==> src/rtl/uart_pkg.sv <==
// rtl/uart_pkg.sv - shared types and constants for the UART transmit scheduler
// Purpose: FSM state encoding and byte width used by the scheduler and its interface.
// Ports: none (package).
package uart_pkg;

  localparam int BYTE_W = 8;

  typedef enum logic [2:0] {
    IDLE      = 3'd0,
    START     = 3'd1,
    WAIT_BUSY = 3'd2,
    WAIT_DONE = 3'd3,
    NEXT      = 3'd4,
    FINISH    = 3'd5
  } state_e;

endpackage

==> src/rtl/uart_tx_scheduler_if.sv <==
// rtl/uart_tx_scheduler_if.sv - requester and transmitter handshake bundle for the scheduler
// Purpose: groups both requester ports and the transmitter start/data/ready link.
// Ports (signals):
//   req0/req1    level requests          word0/word1  payloads, sampled at grant
//   done0/done1  completion pulses       busy, grant  transfer status / owner
//   tx_start, tx_data -> transmitter     tx_ready <- transmitter
// Modports: slave = scheduler side, master = requester/transmitter side.
interface uart_tx_scheduler_if
  import uart_pkg::*;
#(
  parameter int WORD_BYTES = 4
);

  logic                         req0;
  logic [BYTE_W*WORD_BYTES-1:0] word0;
  logic                         req1;
  logic [BYTE_W*WORD_BYTES-1:0] word1;
  logic                         done0;
  logic                         done1;
  logic                         busy;
  logic                         grant;
  logic                         tx_start;
  logic [BYTE_W-1:0]            tx_data;
  logic                         tx_ready;

  modport slave (
    input  req0, word0, req1, word1, tx_ready,
    output done0, done1, busy, grant, tx_start, tx_data
  );

  modport master (
    output req0, word0, req1, word1, tx_ready,
    input  done0, done1, busy, grant, tx_start, tx_data
  );

endinterface

==> src/rtl/rr_arbiter2.sv <==
// rtl/rr_arbiter2.sv - two-way round-robin arbiter with last-grant memory
// Purpose: combinational choice between two requesters; the last-grant register
//          updates only when the choice is actually taken (en_i).
// Ports:
//   clk, rst          clock, synchronous active-high reset
//   en_i              commit current choice as the new last grant
//   req0_i, req1_i    requests
//   gnt_o             chosen requester (0 or 1), valid when any request is high
module rr_arbiter2 (
  input  logic clk,
  input  logic rst,
  input  logic en_i,
  input  logic req0_i,
  input  logic req1_i,
  output logic gnt_o
);

  logic last_q;
  logic last_d;

  always_comb begin
    gnt_o = 1'b0;
    // On a tie the requester that did not win last time goes next.
    if (req0_i && req1_i) begin
      gnt_o = ~last_q;
    end else if (req1_i) begin
      gnt_o = 1'b1;
    end
    last_d = en_i ? gnt_o : last_q;
  end

  // Last grant resets to 1 so requester 0 wins the first tie.
  always_ff @(posedge clk) begin
    if (rst) begin
      last_q <= 1'b1;
    end else begin
      last_q <= last_d;
    end
  end

endmodule

==> src/rtl/uart_tx_scheduler.sv <==
// rtl/uart_tx_scheduler.sv - round-robin two-requester front end for a byte UART transmitter
// Purpose: grants the transmitter to one requester, latches its word and sends it
//          MSB byte first over the start/data/ready handshake, pulsing done per requester.
// Ports:
//   clk, rst  clock, synchronous active-high reset
//   bus       uart_tx_scheduler_if.slave: requests/words in, done/busy/grant out,
//             tx_start/tx_data to the transmitter, tx_ready from it
module uart_tx_scheduler
  import uart_pkg::*;
#(
  parameter int WORD_BYTES = 4
) (
  input  logic                  clk,
  input  logic                  rst,
  uart_tx_scheduler_if.slave    bus
);

  localparam int WORD_W = BYTE_W * WORD_BYTES;
  localparam int CNT_W  = $clog2(WORD_BYTES) + 1;

  state_e              state_q, state_d;
  logic [WORD_W-1:0]   shift_q, shift_d;
  logic [CNT_W-1:0]    cnt_q, cnt_d;
  logic                tx_start_q, tx_start_d;
  logic [BYTE_W-1:0]   tx_data_q, tx_data_d;
  logic                done0_q, done0_d;
  logic                done1_q, done1_d;
  logic                busy_q, busy_d;
  logic                grant_q, grant_d;

  logic                arb_en;
  logic                arb_gnt;
  logic [WORD_W-1:0]   sel_word;
  logic [WORD_W-1:0]   shifted;

  rr_arbiter2 u_arb (
    .clk    (clk),
    .rst    (rst),
    .en_i   (arb_en),
    .req0_i (bus.req0),
    .req1_i (bus.req1),
    .gnt_o  (arb_gnt)
  );

  assign sel_word = arb_gnt ? bus.word1 : bus.word0;
  assign shifted  = shift_q << BYTE_W;

  always_comb begin
    state_d    = state_q;
    shift_d    = shift_q;
    cnt_d      = cnt_q;
    tx_start_d = 1'b0;
    tx_data_d  = tx_data_q;
    done0_d    = 1'b0;
    done1_d    = 1'b0;
    busy_d     = busy_q;
    grant_d    = grant_q;
    arb_en     = 1'b0;

    case (state_q)
      IDLE: begin
        if (bus.tx_ready && (bus.req0 || bus.req1)) begin
          arb_en     = 1'b1;
          shift_d    = sel_word;
          cnt_d      = CNT_W'(WORD_BYTES - 1);
          grant_d    = arb_gnt;
          busy_d     = 1'b1;
          // Registered outputs: start and the MSB byte appear in the START cycle.
          tx_start_d = 1'b1;
          tx_data_d  = sel_word[WORD_W-1 -: BYTE_W];
          state_d    = START;
        end
      end
      START: begin
        state_d = WAIT_BUSY;
      end
      WAIT_BUSY: begin
        // Ready may stay high until the transmitter's next baud tick.
        if (!bus.tx_ready) begin
          state_d = WAIT_DONE;
        end
      end
      WAIT_DONE: begin
        if (bus.tx_ready) begin
          if (cnt_q == '0) begin
            done0_d = ~grant_q;
            done1_d = grant_q;
            state_d = FINISH;
          end else begin
            state_d = NEXT;
          end
        end
      end
      NEXT: begin
        shift_d    = shifted;
        cnt_d      = cnt_q - CNT_W'(1);
        tx_start_d = 1'b1;
        tx_data_d  = shifted[WORD_W-1 -: BYTE_W];
        state_d    = START;
      end
      FINISH: begin
        busy_d  = 1'b0;
        state_d = IDLE;
      end
      default: begin
        state_d = IDLE;
      end
    endcase
  end

  always_ff @(posedge clk) begin
    if (rst) begin
      state_q    <= IDLE;
      shift_q    <= '0;
      cnt_q      <= '0;
      tx_start_q <= 1'b0;
      tx_data_q  <= '0;
      done0_q    <= 1'b0;
      done1_q    <= 1'b0;
      busy_q     <= 1'b0;
      grant_q    <= 1'b0;
    end else begin
      state_q    <= state_d;
      shift_q    <= shift_d;
      cnt_q      <= cnt_d;
      tx_start_q <= tx_start_d;
      tx_data_q  <= tx_data_d;
      done0_q    <= done0_d;
      done1_q    <= done1_d;
      busy_q     <= busy_d;
      grant_q    <= grant_d;
    end
  end

  assign bus.tx_start = tx_start_q;
  assign bus.tx_data  = tx_data_q;
  assign bus.done0    = done0_q;
  assign bus.done1    = done1_q;
  assign bus.busy     = busy_q;
  assign bus.grant    = grant_q;

endmodule
==> src/flat_wrapper.sv <==
// flat-port wrapper written by rule: the top's interface ports become plain ports
module uart_tx_scheduler_flat import uart_pkg::*;
#(
  parameter int WORD_BYTES = 4
)
  (clk, rst, bus_req0, bus_word0, bus_req1, bus_word1, bus_tx_ready, bus_done0, bus_done1, bus_busy, bus_grant, bus_tx_start, bus_tx_data);
  uart_tx_scheduler_if #(.WORD_BYTES(WORD_BYTES)) bus_i ();
  input  logic clk;
  input  logic rst;
  input wire logic [$bits(bus_i.req0)-1:0] bus_req0;
  input wire logic [$bits(bus_i.word0)-1:0] bus_word0;
  input wire logic [$bits(bus_i.req1)-1:0] bus_req1;
  input wire logic [$bits(bus_i.word1)-1:0] bus_word1;
  input wire logic [$bits(bus_i.tx_ready)-1:0] bus_tx_ready;
  output wire logic [$bits(bus_i.done0)-1:0] bus_done0;
  output wire logic [$bits(bus_i.done1)-1:0] bus_done1;
  output wire logic [$bits(bus_i.busy)-1:0] bus_busy;
  output wire logic [$bits(bus_i.grant)-1:0] bus_grant;
  output wire logic [$bits(bus_i.tx_start)-1:0] bus_tx_start;
  output wire logic [$bits(bus_i.tx_data)-1:0] bus_tx_data;
  assign bus_i.req0 = bus_req0;
  assign bus_i.word0 = bus_word0;
  assign bus_i.req1 = bus_req1;
  assign bus_i.word1 = bus_word1;
  assign bus_i.tx_ready = bus_tx_ready;
  assign bus_done0 = bus_i.done0;
  assign bus_done1 = bus_i.done1;
  assign bus_busy = bus_i.busy;
  assign bus_grant = bus_i.grant;
  assign bus_tx_start = bus_i.tx_start;
  assign bus_tx_data = bus_i.tx_data;
  uart_tx_scheduler #(.WORD_BYTES(WORD_BYTES)) u_core (.clk(clk), .rst(rst), .bus(bus_i));
endmodule
==> config.mk <==
export PLATFORM = sky130hd
export DESIGN_NAME = uart_tx_scheduler_flat
export DESIGN_NICKNAME = d
export VERILOG_FILES = /design/src/rtl/uart_pkg.sv /design/src/rtl/uart_tx_scheduler_if.sv /design/src/rtl/rr_arbiter2.sv /design/src/rtl/uart_tx_scheduler.sv /design/src/flat_wrapper.sv
export SDC_FILE = /design/constraint.sdc
export NUM_CORES = 1
export LEC_CHECK = 0
export BUFFER_PORTS_ARGS = -buffer_cell sky130_fd_sc_hd__buf_2
export CAP_MARGIN = 20
export CORE_ASPECT_RATIO = 0.8
export CORE_MARGIN = 2
export CORE_UTILIZATION = 35
export DETAILED_ROUTE_END_ITERATION = 8
export SLEW_MARGIN = 40
export SYNTH_ARGS = -nofsm -noshare
export SYNTH_HDL_FRONTEND = slang
export SYNTH_SLANG_ARGS = --single-unit
==> constraint.sdc <==
create_clock -name clk -period 1.6 [get_ports clk]
set_input_delay 0.24 -clock clk [delete_from_list [all_inputs] [get_ports clk]]
set_output_delay 0.24 -clock clk [all_outputs]
set_load 0.02 [all_outputs]
# == Word level (Yosys, flattened, before mapping) ==
# Index checks and enable logic that the tools add are counted.
# op_classes
n_addsub,1
n_eq_ne,8
muxes,19
bitwise,5
n_reduce_logical,12
# op_table
op,n
$pmux 24 s2,1
$mux 32,1
$mux 24,1
$pmux 8 s2,1
$pmux 3 s5,1
$mux 3,4
$mux 8,1
$eq 3x2->1 const B,2
$eq 3x3->1 const B,2
$logic_not 3->1,2
$mux 1,6
$pmux 3 s2,1
$reduce_and 2->1,3
$not 1->1,5
$ne 2x2->1 const B,2
$pmux 1 s2,2
$reduce_bool 2->1,2
$reduce_or 4->1,1
$eq 3x1->1 const B,1
$reduce_and 3->1,1
$sub 3x1->3 const B,1
$logic_and 1x1->1,2
$ne 2x1->1 const B,1
$logic_or 1x1->1,1
# totals
reg_bits,44
in_bits,69
out_inout_bits,13
word_cells,55

# == Longest topological paths before layout ==
# depth
depth_word,5
ltp_mapped,6
mapped_depth_nobuf,6

# == By module ==
# A second synthesis with hierarchy kept.
# hier_totals
cells_unflattened,228
area_unflattened_um2,2208.4
# modules_own_cells
mod,instances,cells_per_inst,area_per_inst_um2,seq_area_each_um2
uart_tx_scheduler,1,224,2165.8,860.8
rr_arbiter2,1,4,42.5,20.0

# == Worst setup path after synthesis ==
# Ideal clock, no wire load.
# synth_path
path_kind,reg2reg
start,register u_core.cnt_q[0]
end,register u_core.cnt_q[2]
setup_ns,0.071
arrival_ns,1.235
required_ns,1.529
setup_slack_ns,0.295
stages_incl_launch_ff,6
path_buffers,0
period_less_slack_ns,1.305
path_cell_list,dfxtp_1 inv_1 ha_1 ha_1 or3_1 a21oi_1
# synth_between
elab_chain_cells,2
# synth_rtl
item,line_no,rtl
from (decl),uart_tx_scheduler.sv:23,"logic [CNT_W-1:0] cnt_q, cnt_d;"
from (signal assigned),uart_tx_scheduler.sv:125,cnt_q <= cnt_d;
$sub 3x1->3,uart_tx_scheduler.sv:96,cnt_d = cnt_q - CNT_W'(1);
$pmux 3 s2,uart_tx_scheduler.sv:60,case (state_q)
# No other way between the ends.
# A chain may end at the register's enable or synchronous reset.

# == Worst setup path in the final report ==
# layout_path
start,register u_core.state_q[0]
end,register u_core.shift_q[13]
# layout_between
elab_chain_cells,3
word_cells_on_any_way,6
cone_classes,2 x eq/ne; 1 x mux; 3 x reduce/logical
# layout_rtl
item,line_no,rtl
from (decl),uart_tx_scheduler.sv:21,"state_e state_q, state_d;"
from (signal assigned),uart_tx_scheduler.sv:123,state_q <= state_d;
$eq 3x3->1 / $logic_not 3->1 (equally long branches),uart_tx_scheduler.sv:60,
$reduce_bool 2->1 (no source line) / $ne 2x1->1 (equally long branches),-,
$reduce_and 2->1 (no source line),-,
to (signal assigned),uart_tx_scheduler.sv:124,shift_q <= shift_d;
to (decl),uart_tx_scheduler.sv:22,"logic [WORD_W-1:0] shift_q, shift_d;"
# Several ways; a longest one is shown, not always the timed one.

==> impl_results.rst <==
.. list-table::
   :header-rows: 1

   * - Metric
     - Value
   * - Clock power share
     - 0.273
   * - Critical path endpoint category
     - flip-flop
   * - Fraction of layout instances using a drive strength above 1
     - 0.351
   * - CP max stage delay
     - 0.35 ns
   * - Final Hold Vio Count
     - 0
   * - Net switching component of the power
     - 695 uW
   * - Number of design rule violations left after detail routing
     - 0
   * - Number of hold buffers added after CTS
     - 0
   * - Mean number of vias per cell
     - 5.26
   * - Clock root buffer master
     - sky130_fd_sc_hd__clkbuf_8
   * - Area contributors post-synth
     - sky130_fd_sc_hd__dfxtp_1 40%, sky130_fd_sc_hd__mux2i_1 15%, sky130_fd_sc_hd__o311ai_1 9.6%
   * - Cell area after technology mapping
     - 2190 um^2
   * - Power density of the placed cells
     - 856 nW/um^2
   * - Crit Path Category
     - reg2reg
   * - Post-Place Cells
     - 382
   * - Largest net degree at the start of global routing
     - 26
   * - Final instance count without filler cells
     - 389
   * - Required @ worst endpoint
     - 1.77 ns
   * - Maximum number of buffers from clock root to sink
     - 2
   * - Grt ovf
     - 0
   * - CTS tree
     - done
   * - HP Class
     - in2reg
   * - Async S/R FF share, synth
     - 0
   * - IR drop worst, VDD
     - 295 uV
   * - Global-route wire length before repair
     - 9110 um
   * - Worst-skew pair later-pin latency
     - 0.29 ns
   * - Clock skew after layout
     - 0.00327 ns
   * - CTS clk-pin slew, worst paths
     - 0.08 ns
   * - Average cell area after synthesis
     - 9.58 um^2
   * - Ordered cell list for the critical path
     - or2_1 -> buf_12 -> o311ai_1 -> o211ai_1
   * - Gate Count Post-Synth
     - 229
   * - Area fraction of the dominant cell type after synthesis
     - 0.401
   * - Combinational Power Share
     - 0.220
   * - Antenna Diode Count
     - 0
   * - Crit path max-delay cell type
     - sky130_fd_sc_hd__or2_1
   * - Placement row count
     - 25
   * - Initial Util
     - 0.367
   * - Die Y-Extent
     - 74.8 um
   * - Worst Path Max Fanout
     - 24
   * - Maximum Capacitance Violations
     - 0
   * - Warning count from the yosys run
     - 0
   * - Cell type contributing the most total cell area after synthesis
     - sky130_fd_sc_hd__dfxtp_1
   * - Number of nets produced by synthesis
     - 300
   * - H-tree levels
     - 2
   * - Routed length per instance
     - 14.4 um
   * - Slew Limit Headroom
     - 0.582
   * - Worst-margin pin slew
     - 0.626 ns
   * - Number of top-level design ports
     - 82
   * - Antenna violations before repair
     - 0
   * - Die Area
     - 6920 um^2
   * - First DRT Iteration DRCs
     - 111
   * - Post-synthesis to final-layout area growth
     - 28.4%
   * - Cell variety after synth
     - 34
   * - Die X-Extent
     - 92.5 um
   * - Final slew viol count
     - 0
   * - Place WS
     - 0.169 ns
   * - Clock period minus final worst setup slack
     - 1.44 ns
   * - Clk sink count
     - 44
   * - Crit share post-route
     - 0.898
   * - Detailed Route WL
     - 5580 um
   * - Maximum clock frequency
     - 0.696 GHz
   * - Switch share
     - 0.288
   * - Routability congestion estimate from global placement
     - 0.842
   * - Cell-internal power
     - 1.72 mW
   * - Antenna viol nets, final
     - 0
   * - Part of the Yosys area used for sequential elements
     - 0.401
   * - Net count reported at finish
     - 379
   * - Buffers added on ports
     - 81
   * - Via count of the first global-routing pass
     - 1892
   * - Number of clock buffers inserted by TritonCTS
     - 5
   * - Setup bufs post-CTS
     - 0
   * - Core region area
     - 5970 um^2
   * - Total track usage
     - 0.167
   * - Static Leak
     - 1.16 nW
   * - Most used flip-flop cell after synthesis
     - sky130_fd_sc_hd__dfxtp_1
   * - Routed vias
     - 2045
   * - Post-synth EDFFs
     - 0
   * - Arrival time reported for the critical path endpoint
     - 1.61 ns
   * - Kind of start point of the critical path
     - flip-flop
   * - Setup violators final
     - 0
   * - Relative contribution of sequential cells to total power
     - 0.507
   * - Detailed placement HPWL
     - 3990 um
   * - Gates resized, CTS repair
     - 0
   * - Fin worst setup slack
     - 0.163 ns
   * - Final sum of negative setup slack
     - 0 ns
   * - Register bit count reported by yosys
     - 44
   * - RSZ-0062 raised after global routing
     - false
   * - Pre-Repair DR Iteration Count
     - 4
   * - Status
     - finished, final reports clean
## power by group through the flow
stage	logic [mW]	registers, mW	clock network [mW]
after CTS	0.536	1.22	0.681
after detailed placement	0.534	1.25	0
after global placement	0.526	1.25	0
after floorplan	0.302	1.27	0
after global routing	0.588	1.23	0.729
final	0.531	1.22	0.658
## per-stage QoR
step / hold WS (ns) / utilization / total power, mW / cell area, um^2
after floorplan: 0.410 / - / 1.57 / 2190
after global placement: 0.452 / 0.458 / 1.77 / 2740
after global routing: 0.221 / 0.472 / 2.55 / 2820
final: 0.210 / 0.472 / 2.41 / 2820
after CTS: 0.205 / 0.472 / 2.44 / 2820
after detailed placement: 0.456 / 0.459 / 1.78 / 2740
## registers in the layout, summed over array words and instances, names as in the netlist
register	count
u_core.state_q	3
u_core.u_arb.last_q	1
u_core.shift_q	24
u_core.bus.tx_data	8
u_core.bus.done1	1
u_core.bus.tx_start	1
u_core.cnt_q	3
u_core.bus.done0	1
u_core.bus.grant	1
u_core.bus.busy	1
## Yosys cell counts (3+ instances only)
library cell / count
sky130_fd_sc_hd__o31ai_1: 3
sky130_fd_sc_hd__a21oi_1: 6
sky130_fd_sc_hd__nand2_1: 25
sky130_fd_sc_hd__clkbuf_1: 5
sky130_fd_sc_hd__o311ai_1: 24
sky130_fd_sc_hd__o32ai_1: 8
sky130_fd_sc_hd__o211ai_1: 25
sky130_fd_sc_hd__mux2i_1: 32
sky130_fd_sc_hd__and3_1: 3
sky130_fd_sc_hd__buf_4: 5
sky130_fd_sc_hd__o21ai_0: 3
sky130_fd_sc_hd__buf_2: 10
sky130_fd_sc_hd__dfxtp_1: 44
sky130_fd_sc_hd__inv_1: 12
## placed cells by master, fill, tap and decap left out, types with 2 or more instances in the layout
cell type                  count
sky130_fd_sc_hd__nand4_1       2
sky130_fd_sc_hd__inv_2         2
sky130_fd_sc_hd__and3_1        3
sky130_fd_sc_hd__dfxtp_1      44
sky130_fd_sc_hd__nand2_1      25
sky130_fd_sc_hd__buf_12        4
sky130_fd_sc_hd__buf_2        81
sky130_fd_sc_hd__o32ai_1       8
sky130_fd_sc_hd__inv_1        12
sky130_fd_sc_hd__a21oi_1       6
sky130_fd_sc_hd__ha_1          2
sky130_fd_sc_hd__clkbuf_8      5
sky130_fd_sc_hd__mux2i_1      32
sky130_fd_sc_hd__buf_4         8
sky130_fd_sc_hd__o211ai_1     25
sky130_fd_sc_hd__o31ai_1       3
sky130_fd_sc_hd__o21ai_0       3
sky130_fd_sc_hd__o311ai_1     24
## final timing paths
path / from / endpoint / slack [ns] / cells past startpoint
setup / recovery: u_core.state_q[0] / u_core.shift_q[13] / 0.16 / 4
hold / removal: bus_word0[3] / u_core.shift_q[3] / 0.21 / 3
setup reg to reg: u_core.state_q[0] / u_core.shift_q[13] / 0.16 / 4
hold reg to reg: u_core.cnt_q[1] / u_core.cnt_q[1] / 0.47 / 2
## metal layers
layer  up-vias  share of wire  routed length (um)  GRT usage
li1       1042              -                   -          -
met1       930           0.49                2730      0.241
met2        71           0.45                2510      0.247
met3         2          0.057                 320     0.0460
met4         0         0.0038                  21     0.0415
met5         -              0                   0          0
## cell type report
class | count | area (um^2)
timing repair buffer | 93 | 546
tap | 81 | 101
sequential | 44 | 881
fill | 602 | 3160
clock inverter | 1 | 5.00
multi-input combinational | 150 | 1160
inverter | 14 | 52.6
clock buffer | 6 | 72.6
## critical path, delay by kind of cell (launching register included)
family / cells / cell delay, ns
AND/OR/NAND/NOR: 1 / 0.35
AO/OA/AOI/OAI: 2 / 0.43
buffers and inverters: 1 / 0.21
flip-flops: 1 / 0.32
## cells by family (layout without fill, tap and decap cells)
group / count (synthesis) / in the layout / share of synthesized area
AOI/OAI and AO/OA: 76 / 76 / 0.269
muxes: 32 / 32 / 0.146
DFF: 44 / 44 / 0.401
buffers and inverters: 35 / 114 / 0.0775
adders and majority gates: 2 / 2 / 0.0114
and+or+nand+nor: 40 / 40 / 0.0946
Power figures use the tool's default switching activity.
